[config.mk]
export PLATFORM = sky130hd
export DESIGN_NAME = si5340_config_sequencer
export DESIGN_NICKNAME = d
export VERILOG_FILES = /design/src/rtl/si5340_config_sequencer.sv
export SDC_FILE = /design/constraint.sdc
export NUM_CORES = 1
export LEC_CHECK = 0
export BUFFER_PORTS_ARGS = -buffer_cell sky130_fd_sc_hd__buf_2
export CAP_MARGIN = 10
export CELL_PAD_IN_SITES_DETAIL_PLACEMENT = 1
export CELL_PAD_IN_SITES_GLOBAL_PLACEMENT = 1
export CORE_ASPECT_RATIO = 1.5
export CORE_UTILIZATION = 25
export DETAILED_ROUTE_END_ITERATION = 8
export PLACE_DENSITY_LB_ADDON = 0.08
export SKIP_LAST_GASP = 1
export SLEW_MARGIN = 30
export SYNTH_ARGS = -nofsm -noshare
export SYNTH_HDL_FRONTEND = slang
export SYNTH_SLANG_ARGS = --single-unit
[constraint.sdc]
create_clock -name clk_i -period 5.61 [get_ports clk_i]
set_clock_uncertainty 0.05 [all_clocks]
set_input_delay 0.2805 -clock clk_i [delete_from_list [all_inputs] [get_ports clk_i]]
set_output_delay 0.2805 -clock clk_i [all_outputs]
set_load 0.03 [all_outputs]
[src/rtl/si5340_config_sequencer.sv]
// si5340_config_sequencer: walks a register table into an SI5340 through a byte-level I2C controller
module si5340_config_sequencer #(
  parameter logic [6:0] SLAVE_ADDR = 7'h74,
  parameter int ADDR_BYTES = 2,
  parameter int NUM_ENTRIES = 16,
  parameter int IDX_W = (NUM_ENTRIES > 1) ? $clog2(NUM_ENTRIES) : 1,
  parameter int MEM_W = 8 * (ADDR_BYTES + 1),
  parameter int PAUSE_CYCLES = 1000,
  parameter int MAX_RETRY = 3
) (
  input  logic             clk_i,
  input  logic             rst_i,
  input  logic             start_i,
  input  logic             verify_i,
  output logic [IDX_W-1:0] rom_addr_o,
  input  logic [MEM_W-1:0] rom_data_i,
  output logic             i2c_start_o,
  output logic             i2c_stop_o,
  output logic             i2c_read_o,
  output logic             i2c_write_o,
  output logic             i2c_ack_in_o,
  output logic [7:0]       i2c_din_o,
  input  logic             i2c_cmd_ack_i,
  input  logic             i2c_ack_out_i,
  input  logic [7:0]       i2c_dout_i,
  output logic             busy_o,
  output logic             done_o,
  output logic             err_o,
  output logic             mismatch_o,
  output logic [IDX_W-1:0] err_idx_o
);
  localparam int RW = (MAX_RETRY > 0) ? $clog2(MAX_RETRY + 1) : 1;
  localparam int PW = (PAUSE_CYCLES > 0) ? $clog2(PAUSE_CYCLES + 1) : 1;
  localparam logic [3:0] WR_LAST = 4'(ADDR_BYTES + 1);
  localparam logic [3:0] VF_BASE = 4'(ADDR_BYTES + 2);
  localparam logic [3:0] VF_LAST = 4'(2 * ADDR_BYTES + 4);
  typedef enum logic [3:0] {IDLE, FETCH, LATCH, ISSUE, WAIT, RECOVER, WAIT_STOP, PAUSE, DONE} state_t;
  state_t           r_state;
  logic [IDX_W-1:0] r_idx;
  logic [MEM_W-1:0] r_entry;
  logic [3:0]       r_step;
  logic [RW-1:0]    r_retry;
  logic [PW-1:0]    r_pause;
  logic             r_verify;
  logic             w_vf, w_first, w_tail, w_rd, w_start, w_stop, w_last, w_exhausted;
  logic [3:0]       w_s;
  logic [7:0]       w_abyte, w_din;
  assign rom_addr_o = r_idx;
  // Step decode: steps 0..WR_LAST form the write sequence, VF_BASE..VF_LAST the read-back sequence
  always_comb begin
    w_vf = r_step >= VF_BASE;
    w_s = w_vf ? r_step - VF_BASE : r_step;
    w_abyte = 8'(r_entry >> (8 * (ADDR_BYTES + 1 - int'(w_s))));
    w_first = w_s == 4'd0;
    w_tail = w_s == WR_LAST;
    w_rd = w_vf && w_s == WR_LAST + 4'd1;
    w_start = w_first || (w_vf && w_tail);
    w_stop = w_rd || (!w_vf && w_tail);
    w_din = w_first ? {SLAVE_ADDR, 1'b0} : w_tail ? (w_vf ? {SLAVE_ADDR, 1'b1} : r_entry[7:0]) : w_rd ? 8'h00 : w_abyte;
    w_last = r_step == (r_verify ? VF_LAST : WR_LAST);
    w_exhausted = r_retry == RW'(MAX_RETRY);
  end
  // Table-walk FSM with registered command and status outputs
  always_ff @(posedge clk_i) begin
    if (rst_i) begin
      r_state <= IDLE;
      r_idx <= '0;
      r_entry <= '0;
      r_step <= '0;
      r_retry <= '0;
      r_pause <= '0;
      r_verify <= 1'b0;
      i2c_start_o <= 1'b0;
      i2c_stop_o <= 1'b0;
      i2c_read_o <= 1'b0;
      i2c_write_o <= 1'b0;
      i2c_ack_in_o <= 1'b0;
      i2c_din_o <= '0;
      busy_o <= 1'b0;
      done_o <= 1'b0;
      err_o <= 1'b0;
      mismatch_o <= 1'b0;
      err_idx_o <= '0;
    end else begin
      done_o <= 1'b0;
      case (r_state)
        IDLE: if (start_i) begin
          r_state <= FETCH;
          r_idx <= '0;
          r_verify <= verify_i;
          busy_o <= 1'b1;
          err_o <= 1'b0;
          mismatch_o <= 1'b0;
          err_idx_o <= '0;
        end
        FETCH: begin
          r_retry <= '0;
          r_state <= LATCH;
        end
        LATCH: begin
          r_entry <= rom_data_i;
          r_step <= '0;
          r_state <= ISSUE;
        end
        ISSUE: begin
          i2c_start_o <= w_start;
          i2c_stop_o <= w_stop;
          i2c_read_o <= w_rd;
          i2c_write_o <= !w_rd;
          i2c_ack_in_o <= w_rd;
          i2c_din_o <= w_din;
          r_state <= WAIT;
        end
        WAIT: if (i2c_cmd_ack_i) begin
          i2c_start_o <= 1'b0;
          i2c_stop_o <= 1'b0;
          i2c_read_o <= 1'b0;
          i2c_write_o <= 1'b0;
          i2c_ack_in_o <= 1'b0;
          i2c_din_o <= '0;
          if (i2c_write_o && i2c_ack_out_i) r_state <= RECOVER;
          else if (i2c_read_o && i2c_dout_i != r_entry[7:0]) begin
            mismatch_o <= 1'b1;
            if (w_exhausted) begin
              err_o <= 1'b1;
              err_idx_o <= r_idx;
              busy_o <= 1'b0;
              done_o <= 1'b1;
              r_state <= DONE;
            end else begin
              r_retry <= r_retry + 1'b1;
              r_step <= '0;
              r_state <= ISSUE;
            end
          end else if (w_last) begin
            r_pause <= '0;
            r_state <= PAUSE;
          end else begin
            r_step <= r_step + 4'd1;
            r_state <= ISSUE;
          end
        end
        RECOVER: begin
          i2c_stop_o <= 1'b1;
          r_state <= WAIT_STOP;
        end
        WAIT_STOP: if (i2c_cmd_ack_i) begin
          i2c_stop_o <= 1'b0;
          if (w_exhausted) begin
            err_o <= 1'b1;
            err_idx_o <= r_idx;
            busy_o <= 1'b0;
            done_o <= 1'b1;
            r_state <= DONE;
          end else begin
            r_retry <= r_retry + 1'b1;
            r_step <= '0;
            r_state <= ISSUE;
          end
        end
        PAUSE: if (int'(r_pause) + 1 >= PAUSE_CYCLES) begin
          if (r_idx == IDX_W'(NUM_ENTRIES - 1)) begin
            busy_o <= 1'b0;
            done_o <= 1'b1;
            r_state <= DONE;
          end else begin
            r_idx <= r_idx + 1'b1;
            r_state <= FETCH;
          end
        end else r_pause <= r_pause + 1'b1;
        DONE: r_state <= IDLE;
        default: r_state <= IDLE;
      endcase
    end
  end
endmodule

; ---- After elaboration in Yosys (flattened, before gate mapping)
; Index checks and enable logic that the tools add are counted.
[word_totals]
register_bits = 69
inputBits = 38
[op_classes]
addsub = 7
magnitude_cmp = 2
eq_ne = 26
n_shift = 1
muxes = 80
n_reduce_logical = 32
[ops]
columns = cell, n
row1 = 4-bit 2-to-1 mux, 24
row2 = 10-bit 2-to-1 mux, 5
row3 = 8-bit 2-to-1 mux, 5
row4 = 4-bit one-hot mux with 8 select lines, 1
row5 = 24-bit by 32-bit >> shifter with 8-bit output, 1
row6 = 1-bit 2-to-1 mux, 25
row7 = 4-bit one-hot mux with 3 select lines, 2
row8 = "2-bit inequality test, second input constant", 11
row9 = "4-bit by 3-bit == test with 1-bit output, second input constant", 5
row10 = 10-bit one-hot mux with 2 select lines, 1
row11 = 8-bit one-hot mux with 2 select lines, 1
row12 = 5-bit AND reduction, 3
row13 = "4-bit by 2-bit == test with 1-bit output, second input constant", 3
row14 = 6-bit AND reduction, 2
row15 = 3-bit nonzero test, 4
row16 = "10-bit by 1-bit adder with 11-bit output, second input constant", 1
row17 = "11-bit by 10-bit >= comparator with 1-bit output, second input constant", 1
row18 = "10-bit by 1-bit adder with 10-bit output, second input constant", 1
row19 = 2-bit 2-to-1 mux, 5
row20 = 1-bit one-hot mux with 3 select lines, 3
row21 = "4-bit by 1-bit adder with 4-bit output, second input constant", 2
row22 = 4-bit logical NOT, 2
row23 = 8-bit inequality test, 1
row24 = 1-bit one-hot mux with 2 select lines, 4
row25 = 23 further kinds, 35

; ---- Longest topological paths before layout
; Gate-level depths: netlist of run 1.
[logic_depth]
depth_word = 8
ltp_mapped = 9
mapped_depth_nobuf = 8

; ---- Worst setup path after synthesis of run 1
; Ideal clock, no wire load.
[synth_timing]
kind = reg2reg
from = register r_pause[0]
to = register r_idx[2] (netlist: rom_addr_o[2])
setup_time_ns = 0.116
arrival_ns = 1.957
required_time_ns = 5.444
slack_ns = 3.487
stages_incl_launch_ff = 8
path_buffers = 0
period_less_slack_ns = 2.123
cell_sequence = dfxtp_1 ha_1 and3_4 and3_1 and3_4 a31oi_4 a2111o_1 o211a_1
[synth_via]
elab_chain_len = 4
[synth_lines]
columns = element, line_no
row1 = "start, declared", 43  ; logic [PW-1:0] r_pause;
row2 = "start signal, assigned", 170  ; end else r_pause <= r_pause + 1'b1;
row3 = 10-bit by 1-bit adder with 11-bit output, 161  ; PAUSE: if (int'(r_pause) + 1 >= PAUSE_CYCLES) begin
row4 = 11-bit by 10-bit >= comparator with 1-bit output, 161
row5 = 2-bit inequality test (no source line), --
row6 = 4-bit AND reduction (no source line), --
row7 = "end signal, assigned", 167  ; r_idx <= r_idx + 1'b1;
row8 = "end, declared", 39  ; logic [IDX_W-1:0] r_idx;
; No other way between the ends.
; A chain may end at the register's enable or synchronous reset.

; ---- Worst setup path in the final report of run 1
[layout_timing]
from = register r_pause[0]
to = register r_pause[4]
[layout_via]
elab_chain_len = 4
[layout_lines]
columns = element, line_no
row1 = 10-bit by 1-bit adder with 11-bit output, 161
row2 = 11-bit by 10-bit >= comparator with 1-bit output, 161
row3 = 2-bit inequality test (no source line), --
row4 = 6-bit AND reduction (no source line), --
; Several ways; a longest one is shown, not always the timed one. The select of a mux whose other input is x is not followed.

==> flow_metrics.tcl, run 1 <==
set metrics [dict create \
    start_kind "flip-flop" \
    syn2layout_area_growth_pct 18.9 \
    ff2ff_setup_slack_ns 2.58 \
    antenna_found_initial 0 \
    synth_cell_types 68 \
    die-area_um2 15100 \
    cts_buffers 9 \
    slowest_delay_ns 0.75 \
    synth-seq-cells 69 \
    num_rows 53 \
    routed_wl_um 12000 \
    cts_resized 0 \
    hold_path_class "primary input to flip-flop" \
    finalMaxSlewViolations 0 \
    cts_tree "done" \
    drive_gt1_frac 0.203 \
    initial_utilization 0.258 \
    powerDensity_nw_per_um2 389 \
    grt_pass1_wl_um 19600 \
    vias 3455 \
    nFillCells 1714 \
    final-hold-violation-count 0 \
    yosysTopAreaCellShare 0.379 \
    cap_violations 0 \
    rsz0062_at_grt "no" \
    grt_pass1_vias 3661 \
    coreArea_um2 14100 \
    slew_headroom 0.370 \
    path_max_fanout 12 \
    drt_iter0_markers 62 \
    setup_viol 0 \
    synth_cells 444 \
    track_usage 0.171 \
    die_h_um 150 \
    portBuffers 62 \
    yosysTopAreaCell "dfxtp_1" \
    ys_seq_area_frac 0.379 \
    synth-main-ff-cell "dfxtp_1" \
    drt-wirelength-per-cell_um 17.6 \
    post_cts_buffers 0 \
    min_period_over_period 0.539 \
    required_ns 5.75 \
    worst_ep_arrival_time_ns 3.17 \
    htreeDepth 3 \
    synthArstFlopShare 0 \
    syn_nets 488 \
    fmax_mhz 331 \
    drtPass1Iterations 4 \
    synth_area_um2 3640 \
    leakage_nw 1.58 \
    ir_drop_mv 0.124 \
    clock_sinks 69 \
    hold_ws_ns 0.125 \
    gp_congestion 0.813 \
    cts_hold_buf 0 \
    clock_latency_ns 0.34 \
    crit_path_cell_trace "ha_1 -> and3_4 -> and3_1 -> and4b_1 -> o32ai_2 -> a21o_1 -> o221ai_1" \
    cts-root-buf "clkbuf_16" \
    grt_start_max_net_pins 62 \
    grt_overflow 0 \
    final_nets 531 \
    yosys_warnings 0 \
    vias_per_cell 5.05 \
    synthTopCellsByArea "dfxtp_1, nand2_1, a21oi_1, nor2_1, xor2_1" \
    cp_slowest_cell "o32ai_2" \
    clockBufferDepth 2 \
    status "complete, no violations" \
    hpwl_um 8830 \
    final_core_util 0.307 \
    finalSetupTns_ns 0 \
    synth-edff-count 0 \
    worst-slew-pin-transition_ns 0.944 \
    antennaDiodeCount 0 \
    end_kind "flip-flop" \
    ant_nets 0 \
    die_x_um 101 \
    io_pins 63 \
    critical_path_class "flip-flop to flip-flop" \
    clkTransAtPathRegs_ns 0.06 \
    drc_errors 0 \
    post-route-min-period_ns 3.03 \
    syn_avg_cell_area_um2 8.21 \
]
## stage by stage
stage	power [mW]	worst slack, ns	instance area (um^2)	instances
after floorplan	1.01	3.49	3640	444
after global placement	1.17	2.68	4060	668
after detailed placement	1.17	2.58	4060	668
after CTS	1.72	2.56	4330	684
after global routing	1.81	2.40	4330	684
final	1.69	2.58	4330	684
## cells by family after synthesis
group / synth area share
mux: 0.0192
xor+xnor: 0.0240
compound gates: 0.250
simple gates: 0.260
flops: 0.379
buf+inv: 0.0481
fa+ha+maj: 0.0206
## registers in the layout (all words and copies together) (netlist names), 2 cells and up
name / cells
r_entry: 24
r_pause: 10
r_retry: 2
rom_addr_o: 4
i2c_din_o: 8
r_step: 4
err_idx_o: 4
r_state: 4
## report_power, final
group	total [mW]	internal, mW	switching [mW]
Combinational	0.504	0.175	0.329
Sequential	0.646	0.557	0.0891
Clock	0.536	0.300	0.236
## metal layers
layer / vias to the layer above / part of all wire / global-route usage
met1: 1693 / 0.41 / 0.187
met5: - / 0 / 0
li1: 1695 / - / -
met2: 51 / 0.55 / 0.326
met3: 16 / 0.022 / 0.0276
met4: 0 / 0.018 / 0.0601
## Yosys cell counts (all sizes together), types with 6 or more instances
library cell / instances
a31oi: 7
o21ai: 12
a22o: 7
ha: 6
inv: 8
nand2b: 6
nor3: 9
nand3: 11
mux2i: 7
buf: 11
nand2: 81
and3: 7
a22oi: 8
nor4: 8
dfxtp: 69
a21oi: 50
nand4: 6
xor2: 9
nor2: 29
o22ai: 6
a211oi: 6
clkbuf: 20
## placed cells by master (no fill, tap or decap), types with 8 or more instances in the layout
cell / n
nand2_1: 80
nor2_1: 29
nand3_1: 11
buf_2: 62
inv_1: 8
dfxtp_1: 69
a22oi_1: 8
o21ai_0: 11
clkbuf_16: 9
nor3_1: 9
a21oi_1: 48
xor2_1: 9
## critical path, delay by kind of cell (launching register included)
kind / cells / cell delay, ns
AO/OA/AOI/OAI: 3 / 1.48
adder cells (fa/ha/maj): 1 / 0.32
flip-flops: 1 / 0.38
AND/OR/NAND/NOR: 3 / 0.65
## worst paths after layout
path	from	to	depth (start not counted)
setup / recovery	r_pause[0]	r_pause[4]	7
hold / removal	rom_data_i[14]	r_entry[14]	3
setup reg to reg	r_pause[0]	r_pause[4]	7
hold reg to reg	i2c_start_o	i2c_start_o	2
## area by class of cell
| cell class | count | area, um^2 | area share |
|---|---|---|---|
| tap | 192 | 240 | 0.0554 |
| clock buffer | 9 | 225 | 0.0520 |
| inverter | 8 | 30.0 | 0.00693 |
| clock inverter | 7 | 51.3 | 0.0118 |
| timing repair buffer | 63 | 318 | 0.0733 |
| multi-input combinational | 336 | 2090 | 0.482 |
| sequential | 69 | 1380 | 0.319 |
Note: power is estimated with default switching activity, not from simulation.
==> run 2: changes to the inputs <==
Settings changed: ABC_AREA set to 1.
Clock period 5.61 ns to 2.6 ns, I/O delays scaled along.
==> flow_metrics.tcl, run 2 <==
set metrics [dict create \
    slowest_delay_ns 0.38 \
    post-route-min-period_ns 2.15 \
    drtPass1Iterations 4 \
    crit_path_cell_trace "inv_2 -> nand2_1 -> nor2_2 -> inv_1 -> a21oi_1 -> nand2_1 -> nor3_1 -> nor2_1" \
    grt_overflow 0 \
    place_ws_ns 0.433 \
    ir_drop_mv 0.270 \
    cts_tree "done" \
    grt_pass1_wl_um 20200 \
    final-hold-violation-count 0 \
    htreeDepth 3 \
    synth-seq-cells 69 \
    gp_congestion 0.805 \
    io_pins 63 \
    syn2layout_area_growth_pct 22.5 \
    slew_headroom 0.671 \
    rsz0062_at_grt "no" \
    hold_depth 3 \
    ff2ff_setup_slack_ns 0.45 \
    finalMaxSlewViolations 0 \
    critPathLaunch "r_state[3]" \
    finalSetupTns_ns 0 \
    vias 3902 \
    portBuffers 62 \
    synthTopCellsByArea "dfxtp_1, nand2_1, nor2_1, a21oi_1, o21ai_0" \
    critical_path_class "flip-flop to flip-flop" \
    die_x_um 102 \
    rr_endpoint "r_step[3]" \
    final_nets 689 \
    powerDensity_nw_per_um2 904 \
    setup_viol 0 \
    synthArstFlopShare 0 \
    clkTransAtPathRegs_ns 0.05 \
    final_cell_mix "nand2_1, nor2_1, dfxtp_1, buf_2, inv_1" \
    post_cts_buffers 0 \
    clockBufferDepth 2 \
    leakage_nw 2.04 \
    antenna_found_initial 0 \
    yosys-top-cells-count "nand2_1, nor2_1, dfxtp_1" \
    finalWorstSetupSlack_ns 0.454 \
    synth_cells 579 \
    status "complete, no violations" \
    top_register "r_entry" \
    end_kind "flip-flop" \
    synth-edff-count 0 \
    drc_errors 0 \
    cpMostUsedCell "nand2_1" \
    clock_sinks 69 \
    min_period_over_period 0.825 \
    final_common_cell "nand2_1" \
    worst-slew-pin-transition_ns 0.494 \
    synth-main-ff-cell "dfxtp_1" \
    required_ns 2.77 \
    nFillCells 1895 \
    path_max_fanout 9 \
    yosysTopAreaCell "dfxtp_1" \
    synth_cell_types 35 \
    ys_seq_area_frac 0.367 \
    drt_iter0_markers 46 \
    grt_start_max_net_pins 48 \
    initial_utilization 0.257 \
    synth_area_um2 3770 \
    largest_registers "r_entry x24, r_pause x10, i2c_din_o x8" \
    hold_path_class "primary input to flip-flop" \
    start_kind "flip-flop" \
    worst_ep_arrival_time_ns 2.31 \
    largest_reg_flops 24 \
    routed_wl_um 12100 \
    cap_violations 0 \
    die-area_um2 15600 \
    post-synth-top-count-cell "nand2_1" \
    clock_latency_ns 0.33 \
    die_h_um 152 \
    drt-wirelength-per-cell_um 14.4 \
    fmax_mhz 466 \
    r2r_start "r_state[3]" \
    cp_slowest_cell "nor2_2" \
    track_usage 0.170 \
    vias_per_cell 4.62 \
    syn_nets 623 \
    syn_avg_cell_area_um2 6.50 \
    ant_nets 0 \
    hpwl_um 9370 \
    cts_buffers 9 \
    yosysTopAreaCellShare 0.367 \
    antennaDiodeCount 0 \
    num_rows 54 \
    grt_pass1_vias 4112 \
    cp-endpoint "r_step[3]" \
    coreArea_um2 14700 \
    cts-root-buf "clkbuf_16" \
    reg2reg_depth 8 \
    drive_gt1_frac 0.162 \
    yosys_warnings 0 \
]
-- run 2: changes by cell type after synthesis, sizes merged, moves of 8 or more --
cell / delta
nor2: +75
nand2: +57
inv: +49
o21ai: +40
nand3: +15
a22oi: -8
o211ai: +8
-- run 2: power by group --
group | total (mW) | switching [mW] | internal (mW)
logic | 1.54 | 1.05 | 0.488
clock network | 1.13 | 0.450 | 0.684
registers | 1.50 | 0.210 | 1.29
-- run 2: worst min path at each step --
stage | start | endpoint | slack, ns
floorplan | rst_i | r_state[3] | 0.15
global placement | rom_data_i[9] | r_entry[9] | 0.34
detailed placement | rom_data_i[9] | r_entry[9] | 0.34
CTS | rom_data_i[17] | r_entry[17] | 0.004
global route | rom_data_i[17] | r_entry[17] | 0.01
finish | rom_data_i[15] | r_entry[15] | 0.006
-- run 2: stage by stage --
step	utilization	hold WS, ns	instance area (um^2)	cells	power [mW]
2_1_floorplan	-	0.149	3770	579	2.59
3_3_place_gp	0.292	0.339	4290	824	3.07
3_5_place_dp	0.292	0.345	4290	824	3.09
4_1_cts	0.315	0.00350	4610	844	4.26
5_1_grt	0.315	0.0108	4610	844	4.53
6_report	0.315	0.00621	4610	844	4.17
-- run 2: cell families (layout without fill, tap and decap cells) --
| logic type | Yosys count | after routing | share of synthesized area |
|---|---|---|---|
| AOI/OAI and AO/OA | 124 | 124 | 0.180 |
| xor gates and xnor gates | 11 | 11 | 0.0256 |
| adders and majority gates | 6 | 6 | 0.0199 |
| buffers and inverters | 82 | 151 | 0.0867 |
| DFF | 69 | 69 | 0.367 |
| and+or+nand+nor | 287 | 287 | 0.321 |
-- run 2: worst max-delay path, delay by kind of cell (launching register included) --
kind,cells,cell delay (ns)
AO/OA/AOI/OAI,1,0.24
AND/OR/NAND/NOR,5,1.12
buffers and inverters,2,0.28
flip-flops,1,0.34
-- run 2: final cells by class --
cell class                 count  area (um^2)  share of cell area
sequential                    69         1380               0.299
tap                          196          245              0.0531
clock inverter                 2         10.0             0.00217
multi-input combinational    428         2060               0.446
clock buffer                  12          256              0.0556
inverter                      60          225              0.0488
timing repair buffer          77          438              0.0949
-- run 2: routing by layer --
layer  track usage  vias to the layer above  part of all wire
met5             0                        -                 0
met4        0.0653                        0             0.020
met3        0.0261                       19             0.018
met2         0.332                       48              0.57
met1         0.174                     1827              0.39
li1              -                     2008                 -
-- run 2: what timing repair did --
item / CTS / global route
endpoints found under the hold margin: 6 / 0
hold buffers: 6 / 0
gates resized for setup: 0 / 0
==> run 3: changes to the inputs <==
Clock period 2.6 ns to 2.05 ns, I/O delays scaled along.
==> flow_metrics.tcl, run 3 (synthesis gave the netlist of run 2 again) <==
set metrics [dict create \
    status "complete, but fails checks" \
    violations "hold timing" \
    clkTransAtPathRegs_ns 0.06 \
    rsz0062_at_grt "no" \
    required_ns 2.27 \
    hold_path_class "primary input to flip-flop" \
    grt_overflow 0 \
    vias 3989 \
    path_max_fanout 37 \
    grt_busiest_layer "met2" \
    internal-power_mw 3.43 \
    die_x_um 102 \
    num_rows 54 \
    die_h_um 152 \
    min_period_over_period 0.899 \
    finalMaxSlewViolations 0 \
    finalSetupTns_ns 0 \
    hold_ws_ns -0.0102 \
    final_cell_mix "nand2_1, nor2_1, dfxtp_1, buf_2, inv_1" \
    largest_registers "r_entry x24, r_pause x10, i2c_din_o x8" \
    critical_path_class "flip-flop to flip-flop" \
    routed_wl_um 12500 \
    use_met3 0.0220 \
    cts-root-buf "clkbuf_16" \
    io_pins 63 \
    setup_viol 0 \
    grt_pass1_vias 4208 \
    vias_per_cell 4.64 \
    slew_headroom 0.666 \
    post-route-min-period_ns 1.84 \
    power.clock.fraction 0.297 \
    clock_latency_ns 0.33 \
    end_kind "flip-flop" \
    clockBufferDepth 2 \
    drc_errors 0 \
    portBuffers 62 \
    gr-usage-met2 0.353 \
    ir_drop_mv 0.511 \
    gp_congestion 0.774 \
    track_usage 0.174 \
    clock_sinks 69 \
    dpl.cell_count 836 \
    final-hold-violation-count 1 \
    initial_utilization 0.257 \
    drtPass1Iterations 4 \
    cap_violations 0 \
    met1_usage 0.173 \
    die-area_um2 15600 \
    fmax_mhz 543 \
    coreArea_um2 14700 \
    seqPwrFrac 0.335 \
    leakage_nw 2.13 \
    largest_reg_flops 24 \
    power.share.combinational 0.367 \
    drt_iter0_markers 104 \
    final_core_util 0.329 \
    grt_pass1_wl_um 20800 \
    cts_buffers 9 \
    nFillCells 1901 \
    final_common_cell "nand2_1" \
    cts_tree "done" \
    drive_gt1_frac 0.198 \
    switching_power_mw 2.24 \
    htreeDepth 3 \
    drt-wirelength-per-cell_um 14.6 \
    powerDensity_nw_per_um2 1170 \
    final_cell_count_no_fill 859 \
    sw_frac_of_total 0.395 \
    ant_nets 0 \
    worst_ep_arrival_time_ns 2.06 \
    syn2layout_area_growth_pct 28.1 \
    hpwl_um 9640 \
    antenna_found_initial 0 \
    worst-slew-pin-transition_ns 0.501 \
    start_kind "flip-flop" \
    final_nets 703 \
    top_register "r_entry" \
    grt_start_max_net_pins 48 \
    antennaDiodeCount 0 \
]
## run 3: layer usage
metal / vias up / part of all wire / routed length [um]
li1: 2037 / - / -
met1: 1887 / 0.38 / 4750
met2: 51 / 0.59 / 7340
met3: 14 / 0.017 / 213
met4: 0 / 0.018 / 221
met5: - / 0 / 0
## run 3: power groups by stage
stage / registers [mW] / logic [mW] / clock network [mW]
2_1_floorplan: 1.97 / 1.31 / 0
3_3_place_gp: 1.92 / 2.03 / 0
3_5_place_dp: 1.93 / 2.06 / 0
4_1_cts: 1.90 / 2.10 / 1.73
5_1_grt: 1.94 / 2.37 / 1.79
6_report: 1.90 / 2.08 / 1.69
## run 3: layout make-up
type | count | area (um^2) | area share
Multi-Input combinational cell | 428 | 2100 | 0.436
Sequential cell | 69 | 1390 | 0.288
Timing Repair Buffer | 91 | 548 | 0.114
Tap cell | 196 | 245 | 0.0508
Clock buffer | 11 | 243 | 0.0503
Inverter | 60 | 225 | 0.0467
Clock inverter | 4 | 72.6 | 0.0150
## run 3: final timing paths
check	end	from	depth (start not counted)	slack, ns
worst max-delay path	r_entry[12]	r_state[3]	8	0.21
worst min-delay path	r_entry[19]	rom_data_i[19]	3	-0.01
worst min register to register	err_o	err_o	2	0.40
worst max register to register	r_entry[12]	r_state[3]	8	0.21
## run 3: critical path, stage by stage (launching register included)
cell	delay (ns)
dfxtp_1	0.34
nor2_1	0.26
inv_2	0.09
nor2_1	0.13
nand2_1	0.08
buf_4	0.24
inv_1	0.36
nor2_1	0.09
nor2_1	0.11
## run 3: timing repair
action,in CTS,in global routing
hold buffers,8,0
buffers inserted,0,0
endpoints found under the setup margin,5,32
hold endpoints to repair,8,0
gates resized for setup,2,15
## run 3: through the flow
stage / power (mW) / hold WS, ns / setup WS [ns] / area [um^2]
after global placement: 3.95 / 0.302 / 0.0301 / 4380
after floorplan: 3.28 / 0.122 / 0.236 / 3770
final: 5.67 / -0.0102 / 0.207 / 4820
after CTS: 5.73 / 0.000120 / 0.0273 / 4780
after global routing: 6.10 / 0.0134 / 0.00909 / 4820
after detailed placement: 3.99 / 0.315 / 0.00630 / 4380
